<file path="config.mk">
export PLATFORM = sky130hd
export DESIGN_NAME = store_merge_unit
export DESIGN_NICKNAME = d
export VERILOG_FILES = /design/src/rtl/store_merge_unit.sv
export SDC_FILE = /design/constraint.sdc
export NUM_CORES = 1
export LEC_CHECK = 0
export ABC_AREA = 1
export CORE_MARGIN = 3
export CORE_UTILIZATION = 49
export CTS_CLUSTER_SIZE = 10
export DETAILED_ROUTE_END_ITERATION = 10
export PLACE_DENSITY = 0.92
export SLEW_MARGIN = 40
export SYNTH_ARGS = -nofsm -noshare
export SYNTH_HDL_FRONTEND = slang
export SYNTH_SLANG_ARGS = --single-unit
</file>
<file path="constraint.sdc">
create_clock -name clk -period 3.9 [get_ports clk]
set_clock_uncertainty 0.1 [all_clocks]
set_input_delay 1.17 -clock clk [delete_from_list [all_inputs] [get_ports clk]]
set_output_delay 1.17 -clock clk [all_outputs]
set_load 0.005 [all_outputs]
</file>
<file path="src/rtl/store_merge_unit.sv">
// Purpose: selects one of N_SRC store-data sources and issues word/half/byte stores;
//          subword stores merge into the memory word by read-modify-write.
// Latency: word store 2 cycles start->done; subword MEM_LAT+3; error pulse in cycle 1.
// Backpressure: start is taken only in IDLE; caller stalls on busy until done/err.
// Optional: define STORE_MERGE_BYTEEN_EN for byte-enable stores (adds mem_be, no RMW).
module store_merge_unit #(
  parameter int DATA_W  = 32,
  parameter int SEL_W   = 1,
  parameter int MEM_LAT = 1,
  localparam int N_SRC  = 2**SEL_W,
  localparam int NB     = DATA_W/8,
  localparam int OFF_W  = $clog2(DATA_W/8)
) (
  input  logic                    clk,
  input  logic                    reset,
  input  logic                    start,
  input  logic [SEL_W-1:0]        src_sel,
  input  logic [N_SRC*DATA_W-1:0] src_data,
  input  logic [1:0]              size,
  input  logic [OFF_W-1:0]        addr_lo,
  input  logic [DATA_W-1:0]       mem_rdata,
  output logic [DATA_W-1:0]       mem_wdata,
  output logic                    mem_we,
  output logic                    mem_re,
  output logic                    busy,
  output logic                    done,
  output logic                    err
`ifdef STORE_MERGE_BYTEEN_EN
  ,
  output logic [NB-1:0]           mem_be
`endif
);

  localparam logic [1:0] SZ_WORD = 2'b00;
  localparam logic [1:0] SZ_HALF = 2'b01;
  localparam logic [1:0] SZ_BYTE = 2'b10;
  localparam logic [1:0] SZ_RSVD = 2'b11;

  typedef enum logic [2:0] {
    S_IDLE,
    S_READ,
    S_WAIT,
    S_WRITE,
    S_DONE,
    S_ERR
  } state_t;

  state_t              state_q;
  state_t              state_d;
  logic [3:0]          cnt_q;
  logic [15:0]         data_q;
  logic [1:0]          size_q;
  logic [OFF_W-1:0]    off_q;
  logic [DATA_W-1:0]   sel_data;
  logic [DATA_W-1:0]   merged;
  logic                bad_req;
  logic                accept;
`ifdef STORE_MERGE_BYTEEN_EN
  logic [NB-1:0]       be_q;
`endif

  // Reserved size, or a halfword that would straddle an odd byte, is rejected.
  assign bad_req = (size == SZ_RSVD) || ((size == SZ_HALF) && addr_lo[0]);
  assign accept  = (state_q == S_IDLE) && start;

  // Source mux: source i lives at bits [i*DATA_W +: DATA_W].
  always_comb begin
    sel_data = src_data[DATA_W-1:0];
    for (int i = 0; i < N_SRC; i++) begin
      if (src_sel == SEL_W'(i)) sel_data = src_data[i*DATA_W +: DATA_W];
    end
  end

  // Little-endian lane merge of the captured store data into the read word.
  always_comb begin
    merged = mem_rdata;
    for (int i = 0; i < NB; i++) begin
      if ((size_q == SZ_BYTE) && (off_q == OFF_W'(i)))
        merged[8*i +: 8] = data_q[7:0];
      if ((size_q == SZ_HALF) && (off_q == OFF_W'(i)))
        merged[8*i +: 8] = data_q[7:0];
      if ((size_q == SZ_HALF) && ((off_q + OFF_W'(1)) == OFF_W'(i)))
        merged[8*i +: 8] = data_q[15:8];
    end
  end

  // State register.
  always_ff @(posedge clk or posedge reset) begin
    if (reset) state_q <= S_IDLE;
    else       state_q <= state_d;
  end

  // Next-state logic; subword stores go through READ/WAIT unless byte enables exist.
  always_comb begin
    state_d = state_q;
    case (state_q)
      S_IDLE: begin
        if (start) begin
          if (bad_req)                state_d = S_ERR;
          else if (size == SZ_WORD)   state_d = S_WRITE;
          else begin
`ifdef STORE_MERGE_BYTEEN_EN
                                      state_d = S_WRITE;
`else
                                      state_d = S_READ;
`endif
          end
        end
      end
      S_READ:  state_d = S_WAIT;
      S_WAIT:  if (cnt_q == 4'd0) state_d = S_WRITE;
      S_WRITE: state_d = S_DONE;
      S_DONE:  state_d = S_IDLE;
      S_ERR:   state_d = S_IDLE;
      default: state_d = S_IDLE;
    endcase
  end

  // Outputs are decoded straight from state, so reset drops them immediately.
  always_comb begin
    busy   = (state_q != S_IDLE);
    mem_re = (state_q == S_READ);
    mem_we = (state_q == S_WRITE);
    done   = (state_q == S_DONE);
    err    = (state_q == S_ERR);
`ifdef STORE_MERGE_BYTEEN_EN
    mem_be = (state_q == S_WRITE) ? be_q : '0;
`endif
  end

  // Capture on accept, latency countdown, and write-data update (capture or merge only).
  always_ff @(posedge clk or posedge reset) begin
    if (reset) begin
      cnt_q     <= 4'd0;
      data_q    <= '0;
      size_q    <= 2'b00;
      off_q     <= '0;
      mem_wdata <= '0;
`ifdef STORE_MERGE_BYTEEN_EN
      be_q      <= '0;
`endif
    end else begin
      if (accept) begin
        data_q <= sel_data[15:0];
        size_q <= size;
        off_q  <= addr_lo;
        if (!bad_req) begin
          if (size == SZ_WORD) mem_wdata <= sel_data;
`ifdef STORE_MERGE_BYTEEN_EN
          else if (size == SZ_BYTE) mem_wdata <= {NB{sel_data[7:0]}};
          else                      mem_wdata <= {(NB/2){sel_data[15:0]}};
          if (size == SZ_WORD)      be_q <= '1;
          else if (size == SZ_BYTE) be_q <= NB'(1) << addr_lo;
          else                      be_q <= NB'(3) << addr_lo;
`endif
        end
      end
      if (state_q == S_READ) cnt_q <= 4'(MEM_LAT - 1);
      if (state_q == S_WAIT) begin
        if (cnt_q != 4'd0) cnt_q <= cnt_q - 4'd1;
        else               mem_wdata <= merged;
      end
    end
  end

endmodule

</file>
## Yosys cells after proc, flatten, opt, wreduce, memory -nomap -nowiden

Cells that the tools add are included.

| storage, ports and cells | value |
|---|---|
| register bits | 59 |
| logic and storage cells | 74 |
| input bits | 104 |
| output and inout bits | 37 |

| operators by class | value |
|---|---|
| $add $sub $neg | 2 |
| mux-type cells | 26 |
| reductions and logical operators | 23 |
| equal/unequal tests | 17 |

Operators by type and width:

| operator | count |
|---|---|
| 2-to-1 mux 32 bit | 6 |
| 2-to-1 mux 8 bit | 12 |
| logical AND 1 bit | 14 |
| == test 2 bit (second input constant) | 6 |
| 2-to-1 mux 4 bit | 3 |
| one-hot mux 3 bit (4 select lines) | 1 |
| 2-to-1 mux 3 bit | 3 |
| == test 2 x 1 -> 1 bit (second input constant) | 4 |
| == test 3 x 2 -> 1 bit (second input constant) | 2 |
| == test 3 bit (second input constant) | 2 |
| logical NOT 2 bit | 3 |
| logical NOT 4 bit | 1 |
| != test 2 bit (second input constant) | 2 |
| nonzero test 4 bit | 1 |
| subtractor 4 x 1 -> 4 bit (second input constant) | 1 |
| == test 3 x 1 -> 1 bit (second input constant) | 1 |
| logical NOT 3 bit | 1 |
| nonzero test 3 bit | 1 |
| adder 2 x 1 -> 2 bit (second input constant) | 1 |
| 2-to-1 mux 2 bit | 1 |
| AND reduction 2 bit | 1 |
| logical OR 1 bit | 1 |

## Depth between registers and ports, before layout

Gate-level depths: netlist (run 1).

| logic depth | value |
|---|---|
| depth after elaboration | 7 |
| depth in mapped cells | 10 |
| depth with buffers taken out | 9 |

## Least setup slack after synthesis (run 1)

OpenSTA, ideal clock, no wires.

| timing | value |
|---|---|
| kind | input port to flip-flop |
| start | input port src_sel |
| end | register mem_wdata[11] |
| data required time | 3683 ps |
| library setup time | 117 ps |
| data arrival time | 2032 ps |
| path buffers | 2 |
| path slack | 1651 ps |
| stages | 6 |
| cell sequence | buf_2 clkbuf_1 mux2i_1 nand2_1 nand3_1 nand2_1 |

| between the ends | value |
|---|---|
| word-level cells in the longest chain between the ends | 6 |

Ends and longest elaborated chain:

| what | RTL line | RTL |
|---|---|---|
| from (decl) | 17 | `input logic [SEL_W-1:0] src_sel,` |
| 2-to-1 mux 32 bit * | 70 | `if (src_sel == SEL_W'(i)) sel_data = src_data[i*DATA_W +: DATA_W];` |
| 2-to-1 mux 32 bit * | 148 | `if (size == SZ_WORD) mem_wdata <= sel_data;` |
| 2-to-1 mux 32 bit * | 147 | `if (!bad_req) begin` |
| 2-to-1 mux 32 bit * | 143 | `if (accept) begin` |
| 2-to-1 mux 32 bit | 160 | `if (cnt_q != 4'd0) cnt_q <= cnt_q - 4'd1;` |
| 2-to-1 mux 32 bit * | 159 | `if (state_q == S_WAIT) begin` |
| to (signal assigned) | 148 |  |
| to (signal assigned) | 161 | `else mem_wdata <= merged;` |
| to (decl) | 22 | `output logic [DATA_W-1:0] mem_wdata,` |

Every way passes the cells marked *; elsewhere a longest branch is shown, timed or not.
A chain may end at the register's enable or synchronous reset.

## Worst setup path in the final report (run 1)

| timing | value |
|---|---|
| start | register state_q[0] |
| end | output port done |

| between the ends | value |
|---|---|
| word-level cells in the longest chain between the ends | 1 |

Ends and longest elaborated chain:

| what | RTL line | RTL |
|---|---|---|
| from (decl) | 48 | `state_t state_q;` |
| from (signal assigned) | 90 | `else state_q <= state_d;` |
| == test 3 bit | 124 | `done = (state_q == S_DONE);` |
| to (decl) | 26 | `output logic done,` |

No other way between the ends.

==> results of run 1 <==
==> sequential cells by signal (all words and copies together), names as in the netlist <==
signal / count
mem_wdata: 32
data_q: 16
cnt_q: 4
state_q: 3
off_q: 2
size_q: 2
==> logic make-up after synthesis <==
kind of cell	count (synthesis)
and+or+nand+nor	377
buffers and inverters	103
DFF	59
AOI/OAI and AO/OA	53
muxes	11
xor gates and xnor gates	2
adders and majority gates	1
==> final timing paths <==
| kind | startpoint | endpoint | slack, ns |
|---|---|---|---|
| min in group asynchronous | reset | mem_wdata[19]$_DFF_PP0_ | 1.11 |
| worst min-delay path | data_q[9]$_DFFE_PP0N_ | data_q[9]$_DFFE_PP0N_ | 0.39 |
| worst max register to register | state_q[0]$_DFFE_PP0P_ | mem_wdata[21]$_DFF_PP0_ | 1.94 |
| worst max-delay path | state_q[0]$_DFFE_PP0P_ | done | 0.92 |
| max in group asynchronous | reset | mem_wdata[10]$_DFF_PP0_ | 2.23 |
| worst min register to register | data_q[9]$_DFFE_PP0N_ | data_q[9]$_DFFE_PP0N_ | 0.39 |
==> critical path, stage by stage (launching register included) <==
cell	delay, ns
dfrtp_1	0.46
nor2_2	0.23
inv_1	0.08
nor2_1	0.10
clkdlybuf4s50_1	0.51
==> per-stage QoR <==
| stage | instance area, µm² | cells | hold slack, ns | power [mW] | setup WS (ns) |
|---|---|---|---|---|---|
| 6_report | 5560 | 841 | 0.387 | 3.63 | 0.915 |
| 5_1_grt | 5560 | 841 | 0.421 | 3.94 | 0.823 |
| 4_1_cts | 5550 | 841 | 0.391 | 3.60 | 0.920 |
| 3_5_place_dp | 5360 | 825 | 0.375 | 3.04 | 0.967 |
| 3_3_place_gp | 5360 | 825 | 0.367 | 2.95 | 1.04 |
| 2_1_floorplan | 3910 | 606 | 0.353 | 2.26 | 1.17 |
==> layout by cell type (no fill, tap or decap) <==
master and instances:
nor2_2 6, nand2_1 228, xor2_1 1, inv_2 2, nor3_4 1, o21ai_0 25, clkinv_2 1, nor2_1 17
inv_1 72, o211ai_1 1, clkdlybuf4s50_1 140, mux2i_1 11, nand4_1 1, nand3_2 1, dfrtp_1 59, buf_4 8
clkinv_1 1, a41oi_1 1, clkbuf_8 13, clkbuf_1 2, xnor2_1 1, nand3_1 117, ha_1 1, nor3_1 3
a21oi_1 26, nand2_2 3
==> power by group <==
group / leakage [nW] / switching [mW] / internal, mW
combinational: 2.02 / 1.13 / 0.841
sequential: 0.728 / 0.220 / 0.897
clock: 0.0997 / 0.240 / 0.300
==> final cells by class <==
type                       instances  area [µm²]  area share
clock inverter                     1        5.00    0.000901
timing repair buffer             148        1460       0.263
sequential                        59        1480       0.266
clock buffer                      15         186      0.0336
multi-input combinational        444        2020       0.364
inverter                          75         282      0.0507
tap                               99         124      0.0223
==> layer usage <==
metal	vias to the layer above	track usage
li1	2183	-
met1	2052	0.373
met2	272	0.501
met3	44	0.0710
met4	0	0.107
met5	-	0
==> flow_metrics.py, run 1 <==
metrics = {
    "detailed_routing": {
        "wl_met3_um": 1300,
        "m1WireLength_um": 4970,
        "drt_iter0_markers": 546,
        "wl_met2_um": 6270,
        "drc": 0,
        "vias_per_cell": 5.41,
        "wl_per_cell_um": 15.3,
        "num_vias": 4551,
        "routed_wl_um": 12900,
        "antenna_left": 0,
        "dr.pass1.iters": 6,
        "highest_layer": "met4",
    },
    "sta": {
        "setup_viol": 0,
        "slew_viol_final": 0,
        "fmax_ghz": 0.335,
        "worst_slew_pin_slew_ns": 0.733,
        "min_period_ns": 2.98,
        "hold_viol": 0,
        "finalSetupTns_ns": 0,
        "rsz0062_at_grt": "no",
        "finalCritPeriodShare": 0.765,
        "relSlewSlack": 0.511,
    },
    "grt": {
        "grt_usage": 0.298,
        "globalRoute.totalOverflow": 0,
        "grt_max_degree": 66,
        "grt_pass1_wl_um": 21200,
        "antenna_found_initial": 0,
        "grt_pass1_vias": 4502,
    },
    "status": {
        "status": "finished, final reports clean",
    },
    "clocking": {
        "cts_made_buffers": 9,
        "clk_latency_ns": 0.34,
        "cts-root-buf": "clkbuf_8",
        "cts_sinks": 59,
        "holdBufCountCts": 0,
        "cts_tree": "built",
        "h-tree-depth": 3,
        "clk_pin_slew_ns": 0.06,
        "clock_path_buffers": 2,
        "cts_setup_buffers": 0,
        "post_cts_resize_count": 0,
    },
    "synth": {
        "yosysMostFrequentCell": "nand2_1",
        "muxShareOfSynthArea": 0.0281,
        "synth-compound-area-share": 0.0694,
        "synth_top_area_cell": "dfrtp_1",
        "syn_area_um2": 3910,
        "syn_inst": 606,
        "yosysUniqueCellTypes": 24,
        "synthSimpleGateAreaFrac": 0.409,
        "syn_nets": 711,
        "syn_area_per_cell_um2": 6.46,
        "synth-seq-cells": 59,
        "yosysSeqAreaShare": 0.377,
        "synth_top_family_by_area": "simple AND/OR/NAND/NOR gates",
        "ys_warn_count": 0,
        "synth_xor_area_frac": 0.00448,
        "synth_common_cells": "229 x nand2_1, 118 x nand3_1, 73 x inv_1",
        "synthFlopType": "dfrtp_1",
        "synthAdderAreaFrac": 0.00320,
        "synth_top_cell_area_share": 0.377,
        "async_flop_share": 1.00,
        "synth_edf_count": 0,
        "synth.area.top_cells": "dfrtp_1 38%, nand2_1 22%, nand3_1 15%, inv_1 7.0%, a21oi_1 3.3%",
    },
    "setup_path": {
        "required_ns": 2.63,
        "reg2reg_depth": 8,
        "cp-start-kind": "flop",
        "cp.arrival_ns": 1.71,
        "critPathKind": "flop to output port",
        "crit_path_end_kind": "output port",
        "cp_max_fo": 5,
    },
    "finish": {
        "area_delta_synth_final_pct": 42.0,
        "nNetsFinal": 842,
        "antenna_cells": 0,
        "final_core_util": 0.742,
        "fill_cells": 563,
        "drive_gt1_frac": 0.0472,
    },
    "die": {
        "die-width_um": 95.4,
        "core_um2": 7490,
        "die_h_um": 95.4,
        "initial_core_util": 0.523,
        "io_pins": 141,
        "rows": 31,
        "dieArea_um2": 9090,
    },
    "power_and_ir_drop": {
        "p_per_area_nw_per_um2": 654,
        "leakage_nw": 2.85,
        "peakVddDrop_v": 0.000412,
    },
    "worst_hold_path": {
        "hold_path.class": "flop to flop",
        "min_path_cells": 2,
    },
    "placement": {
        "hpwl_um": 9330,
        "io_buffers": 140,
        "place.gp.congestion": 1.01,
    },
    "job": {
        "drv_cap": 0,
    },
}
Note: power is estimated with default switching activity, not from simulation.
==> run 2: changes to the inputs <==
--- a/config.mk
+++ b/config.mk
@@ -7,10 +7,10 @@
 export LEC_CHECK = 0
 export ABC_AREA = 1
 export CORE_MARGIN = 3
-export CORE_UTILIZATION = 49
+export CORE_UTILIZATION = 46
 export CTS_CLUSTER_SIZE = 10
 export DETAILED_ROUTE_END_ITERATION = 10
-export PLACE_DENSITY = 0.92
+export PLACE_DENSITY = 0.87
 export SLEW_MARGIN = 40
 export SYNTH_ARGS = -nofsm -noshare
 export SYNTH_HDL_FRONTEND = slang
==> constraint.sdc (replaced) <==
create_clock -name clk -period 3.1 [get_ports clk]
set_clock_uncertainty 0.1 [all_clocks]
set_input_delay 0.93 -clock clk [delete_from_list [all_inputs] [get_ports clk]]
set_output_delay 0.93 -clock clk [all_outputs]
set_load 0.005 [all_outputs]
==> run 2 against run 1 <==
Global-route usage is 2.6 points lower; die area is 6.1% higher; total power is 29% higher; hold slack better by 0.0023 ns; sequential share of layout area is 0.23 points lower; design area is 0.88% higher; combinational power is 26% higher; sequential power is 27% higher; clock power is 45% higher; critical endpoint unchanged; largest cell class unchanged.
==> flow_metrics.py, run 2 (synthesized netlist as in run 1, its figures left out) <==
metrics = {
    "clocking": {
        "cts_made_buffers": 9,
        "post_cts_resize_count": 0,
        "cts-root-buf": "clkbuf_8",
        "holdBufCountCts": 0,
        "cts_sinks": 59,
        "cts_tree": "built",
        "clk_pin_slew_ns": 0.07,
        "h-tree-depth": 3,
        "clock_path_buffers": 2,
        "clk_latency_ns": 0.33,
        "cts_setup_buffers": 0,
    },
    "job": {
        "drv_cap": 0,
    },
    "finish": {
        "fin_area_um2": 5600,
        "regMostFlops": "mem_wdata",
        "nNetsFinal": 843,
        "drive_gt1_frac": 0.0459,
        "antenna_cells": 0,
        "layout.cells.non_filler": 846,
        "reg_top3": "mem_wdata (32), data_q (16), cnt_q (4)",
        "area_delta_synth_final_pct": 43.2,
        "largest_reg_flops": 32,
        "mostFrequentLayoutCells": "229 x nand2_1, 140 x clkdlybuf4s50_1, 117 x nand3_1",
        "final_common_cell": "nand2_1",
    },
    "status": {
        "status": "finished, final reports clean",
    },
    "placement": {
        "io_buffers": 140,
        "placed_cells": 832,
        "placed_cell_area_um2": 5390,
        "hpwl_um": 9620,
        "place.gp.congestion": 0.888,
    },
    "die": {
        "rows": 33,
        "io_pins": 141,
        "dieArea_um2": 9650,
        "core_um2": 8260,
        "initial_core_util": 0.474,
        "die_h_um": 98.2,
        "die-width_um": 98.2,
    },
    "power_and_ir_drop": {
        "pwr-share-clk": 0.167,
        "p_sw_mw": 1.99,
        "seqPwrFrac": 0.303,
        "intPower_mw": 2.68,
        "p_per_area_nw_per_um2": 834,
        "power.share.switching": 0.426,
        "leakage_nw": 2.87,
        "peakVddDrop_v": 0.000421,
        "pwr-share-comb": 0.530,
        "total_power_mw": 4.67,
    },
    "grt": {
        "grt_usage": 0.272,
        "antenna_found_initial": 0,
        "grt_max_degree": 36,
        "grt_pass1_vias": 4513,
        "grt_pass1_wl_um": 21200,
        "globalRoute.totalOverflow": 0,
    },
    "setup_path": {
        "required_ns": 2.07,
        "reg2reg_depth": 6,
        "crit_path_max_incr_delay_ns": 0.51,
        "crit_path_end_kind": "output port",
        "cp-start-kind": "flop",
        "cp_slowest_cell": "clkdlybuf4s50_1",
        "cp.buffers_inverters": 2,
        "path_delay_family": "buffers and inverters",
        "r2r_slack_ns": 0.84,
        "cp.arrival_ns": 1.67,
        "critPathKind": "flop to output port",
        "crit_chain": "nor2_2, inv_1, nor2_1, clkdlybuf4s50_1",
        "timing.rr.start": "state_q[0]$_DFFE_PP0P_",
        "rr_endpoint": "mem_wdata[19]$_DFF_PP0_",
        "cp_max_fo": 5,
    },
    "sta": {
        "rsz0062_at_grt": "no",
        "fmax_ghz": 0.370,
        "relSlewSlack": 0.526,
        "slew_viol_final": 0,
        "finalSetupTns_ns": 0,
        "setup_viol": 0,
        "worst_slew_pin_slew_ns": 0.711,
        "finalCritPeriodShare": 0.871,
        "hold_viol": 0,
        "min_period_ns": 2.70,
    },
    "detailed_routing": {
        "wl_per_cell_um": 15.3,
        "routed_wl_um": 13000,
        "drc": 0,
        "dr.pass1.iters": 5,
        "antenna_left": 0,
        "num_vias": 4508,
        "vias_per_cell": 5.33,
        "drt_iter0_markers": 261,
    },
    "worst_hold_path": {
        "hp-start": "data_q[9]$_DFFE_PP0N_",
        "whs_endpoint": "data_q[9]$_DFFE_PP0N_",
        "hold_path.class": "flop to flop",
        "min_path_cells": 2,
    },
}
run 2: worst max path at each step:
stage	from	end	slack [ns]	cells past startpoint
after CTS	state_q[0]$_DFFE_PP0P_	done	0.40	4
after global routing	state_q[0]$_DFFE_PP0P_	done	0.31	4
after global placement	size[0]	mem_wdata[23]$_DFF_PP0_	0.57	8
final	state_q[0]$_DFFE_PP0P_	done	0.40	4
after floorplan	reset	cnt_q[0]$_DFF_PP0_	0.61	1
after detailed placement	size[0]	mem_wdata[22]$_DFF_PP0_	0.41	8
run 2: cell type report:
class,instances,area [µm²]
Tap cell,105,131
Timing Repair Buffer,149,1480
Fill cell,698,2650
Inverter,75,282
Clock inverter,2,60.1
Multi-Input combinational cell,444,2020
Sequential cell,59,1480
Clock buffer,12,155
run 2: metrics by stage:
step	setup WS, ns	hold WS (ns)	util
finish	0.399	0.389	0.679
CTS	0.401	0.391	0.679
detailed placement	0.415	0.376	0.653
floorplan	0.614	0.353	-
global placement	0.569	0.370	0.653
global route	0.311	0.414	0.679
run 2: layer usage:
layer  vias up  share of wire  track usage
met4         0          0.027        0.108
li1       2178              -            -
met5         -              0            0
met3        35          0.070       0.0457
met1      2077           0.41        0.339
met2       218           0.49        0.471
run 2: power groups by stage:
stage | Combinational [mW] | Sequential [mW] | Clock (mW)
after floorplan | 1.48 | 1.36 | 0
after global routing | 2.78 | 1.45 | 0.826
after global placement | 2.38 | 1.40 | 0
after CTS | 2.47 | 1.41 | 0.790
final | 2.48 | 1.42 | 0.781
after detailed placement | 2.45 | 1.42 | 0
run 2: tightest hold or removal path: cells and delay by family, from the launching register on:
| family | cells | cell delay [ns] |
|---|---|---|
| flip-flops | 1 | 0.34 |
| AO/OA/AOI/OAI | 1 | 0.06 |
| AND/OR/NAND/NOR | 1 | 0.05 |
==> run 3: changes to the inputs <==
--- a/config.mk
+++ b/config.mk
@@ -10,7 +10,7 @@
 export CORE_UTILIZATION = 46
 export CTS_CLUSTER_SIZE = 10
 export DETAILED_ROUTE_END_ITERATION = 10
-export PLACE_DENSITY = 0.87
+export PLACE_DENSITY = 0.79
 export SLEW_MARGIN = 40
 export SYNTH_ARGS = -nofsm -noshare
 export SYNTH_HDL_FRONTEND = slang
==> run 3 against run 2 <==
Via count shrank 1.0%; sequential share of layout area grew 0.20 points; design area shrank 0.76%; count of clock-buffer cells in the layout is the same; non-clock buffer count shrank 1; worst setup slack gained 0.030 ns; largest power group unchanged; highest routed layer unchanged.
==> flow_metrics.py, run 3 (synthesized netlist as in run 1, its figures left out) <==
metrics = {
    "status": {
        "status": "finished, final reports clean",
    },
    "grt": {
        "globalRoute.totalOverflow": 0,
        "grt_busiest_layer": "met2",
        "gr-usage-met3": 0.0493,
        "use_met1": 0.351,
        "met2_usage": 0.428,
        "grt_pass1_wl_um": 20600,
        "grt_usage": 0.262,
        "grt_max_degree": 52,
        "antenna_found_initial": 0,
        "grt_pass1_vias": 4241,
    },
    "clocking": {
        "cts-root-buf": "clkbuf_8",
        "holdBufCountCts": 0,
        "clk_latency_ns": 0.34,
        "h-tree-depth": 3,
        "post_cts_resize_count": 0,
        "cts_sinks": 59,
        "cts_made_buffers": 9,
        "clk_pin_slew_ns": 0.07,
        "clock_path_buffers": 2,
        "cts_setup_buffers": 0,
        "cts_tree": "built",
    },
    "detailed_routing": {
        "routed_wl_um": 12800,
        "drc": 0,
        "dr.pass1.iters": 6,
        "wl_per_cell_um": 15.1,
        "antenna_left": 0,
        "num_vias": 4462,
        "drt_iter0_markers": 271,
        "vias_per_cell": 5.27,
    },
    "placement": {
        "place.gp.congestion": 0.918,
        "hpwl_um": 9370,
        "placed_cell_area_um2": 5380,
        "io_buffers": 140,
    },
    "power_and_ir_drop": {
        "intPower_mw": 2.53,
        "p_sw_mw": 1.99,
        "pwr-share-comb": 0.547,
        "power.share.switching": 0.440,
        "p_per_area_nw_per_um2": 813,
        "pwr-share-clk": 0.142,
        "leakage_nw": 2.85,
        "seqPwrFrac": 0.310,
        "peakVddDrop_v": 0.000415,
    },
    "setup_path": {
        "crit_start": "state_q[0]$_DFFE_PP0P_",
        "cp.arrival_ns": 1.64,
        "r2r_slack_ns": 0.96,
        "cp.depth": 4,
        "cp-start-kind": "flop",
        "cp.buffers_inverters": 2,
        "path_delay_family": "buffers and inverters",
        "crit_path_end_kind": "output port",
        "cp_slowest_cell": "clkdlybuf4s50_1",
        "reg2reg_depth": 8,
        "crit_chain": "nor2_2, inv_1, nor2_1, clkdlybuf4s50_1",
        "critPathCapture": "done",
        "required_ns": 2.07,
        "crit_path_max_incr_delay_ns": 0.50,
        "rr_endpoint": "mem_wdata[12]$_DFF_PP0_",
        "critPathKind": "flop to output port",
        "cp_max_fo": 5,
        "timing.rr.start": "size_q[1]$_DFFE_PP0N_",
    },
    "sta": {
        "hold_viol": 0,
        "relSlewSlack": 0.509,
        "worst_slew_pin_slew_ns": 0.734,
        "rsz0062_at_grt": "no",
        "slew_viol_final": 0,
        "setup_viol": 0,
        "finalCritPeriodShare": 0.862,
        "finalSetupTns_ns": 0,
        "fmax_ghz": 0.374,
        "min_period_ns": 2.67,
    },
    "finish": {
        "drive_gt1_frac": 0.0472,
        "reg_top3": "mem_wdata (32), data_q (16), cnt_q (4)",
        "final_common_cell": "nand2_1",
        "fill_cells": 738,
        "mostFrequentLayoutCells": "229 x nand2_1, 140 x clkdlybuf4s50_1, 117 x nand3_1",
        "fin_area_um2": 5560,
        "area_delta_synth_final_pct": 42.1,
        "nNetsFinal": 842,
        "regMostFlops": "mem_wdata",
        "antenna_cells": 0,
        "largest_reg_flops": 32,
    },
    "die": {
        "dieArea_um2": 9650,
        "core_um2": 8260,
        "rows": 33,
        "initial_core_util": 0.474,
        "die_h_um": 98.2,
        "io_pins": 141,
        "die-width_um": 98.2,
    },
    "job": {
        "drv_cap": 0,
    },
    "worst_hold_path": {
        "hold_path.class": "flop to flop",
        "hp-start": "data_q[15]$_DFFE_PP0N_",
    },
}
-- run 3: how the worst min path moves through the flow --
| stage | end | slack, ns | cells past startpoint |
|---|---|---|---|
| final | data_q[15]$_DFFE_PP0N_ | 0.39 | 2 |
| after global routing | data_q[14]$_DFFE_PP0N_ | 0.42 | 2 |
| after CTS | data_q[15]$_DFFE_PP0N_ | 0.39 | 2 |
| after detailed placement | data_q[15]$_DFFE_PP0N_ | 0.38 | 2 |
| after global placement | data_q[14]$_DFFE_PP0N_ | 0.37 | 2 |
| after floorplan | data_q[11]$_DFFE_PP0N_ | 0.35 | 2 |
-- run 3: worst reg2reg max path, cell delays in order, from the launching register on --
cell     delay [ns]
dfrtp_1        0.39
inv_1          0.06
nand2_1        0.10
nand2_1        0.57
nand2_1        0.38
nand2_1        0.17
nand3_1        0.09
nand2_1        0.12
nand2_1        0.06
-- run 3: layout make-up --
type,count,area (µm²),share of cell area
Timing Repair Buffer,148,1470,0.265
Clock inverter,4,25.0,0.00450
Inverter,75,282,0.0506
Tap cell,105,131,0.0236
Clock buffer,12,155,0.0279
Sequential cell,59,1480,0.265
Multi-Input combinational cell,444,2020,0.363
-- run 3: power groups by stage --
stage / clock network, mW / registers, mW / logic [mW]
finish: 0.643 / 1.40 / 2.48
global route: 0.684 / 1.44 / 2.76
CTS: 0.646 / 1.40 / 2.46
detailed placement: 0 / 1.41 / 2.44
global placement: 0 / 1.40 / 2.38
floorplan: 0 / 1.36 / 1.48
-- run 3: routing by layer --
layer | share of wire | vias to the layer above
met4 | 0.022 | 0
li1 | - | 2188
met3 | 0.086 | 32
met1 | 0.42 | 2014
met2 | 0.47 | 228
met5 | 0 | -
-- run 3: through the flow --
stage / setup slack, ns / hold WS (ns) / total power [mW] / cells / utilization
5_1_grt: 0.298 / 0.419 / 4.88 / 847 / 0.673
4_1_cts: 0.405 / 0.394 / 4.51 / 847 / 0.673
2_1_floorplan: 0.614 / 0.353 / 2.84 / 606 / -
6_report: 0.429 / 0.395 / 4.52 / 847 / 0.673
3_5_place_dp: 0.512 / 0.376 / 3.85 / 831 / 0.652
3_3_place_gp: 0.572 / 0.368 / 3.78 / 831 / 0.652
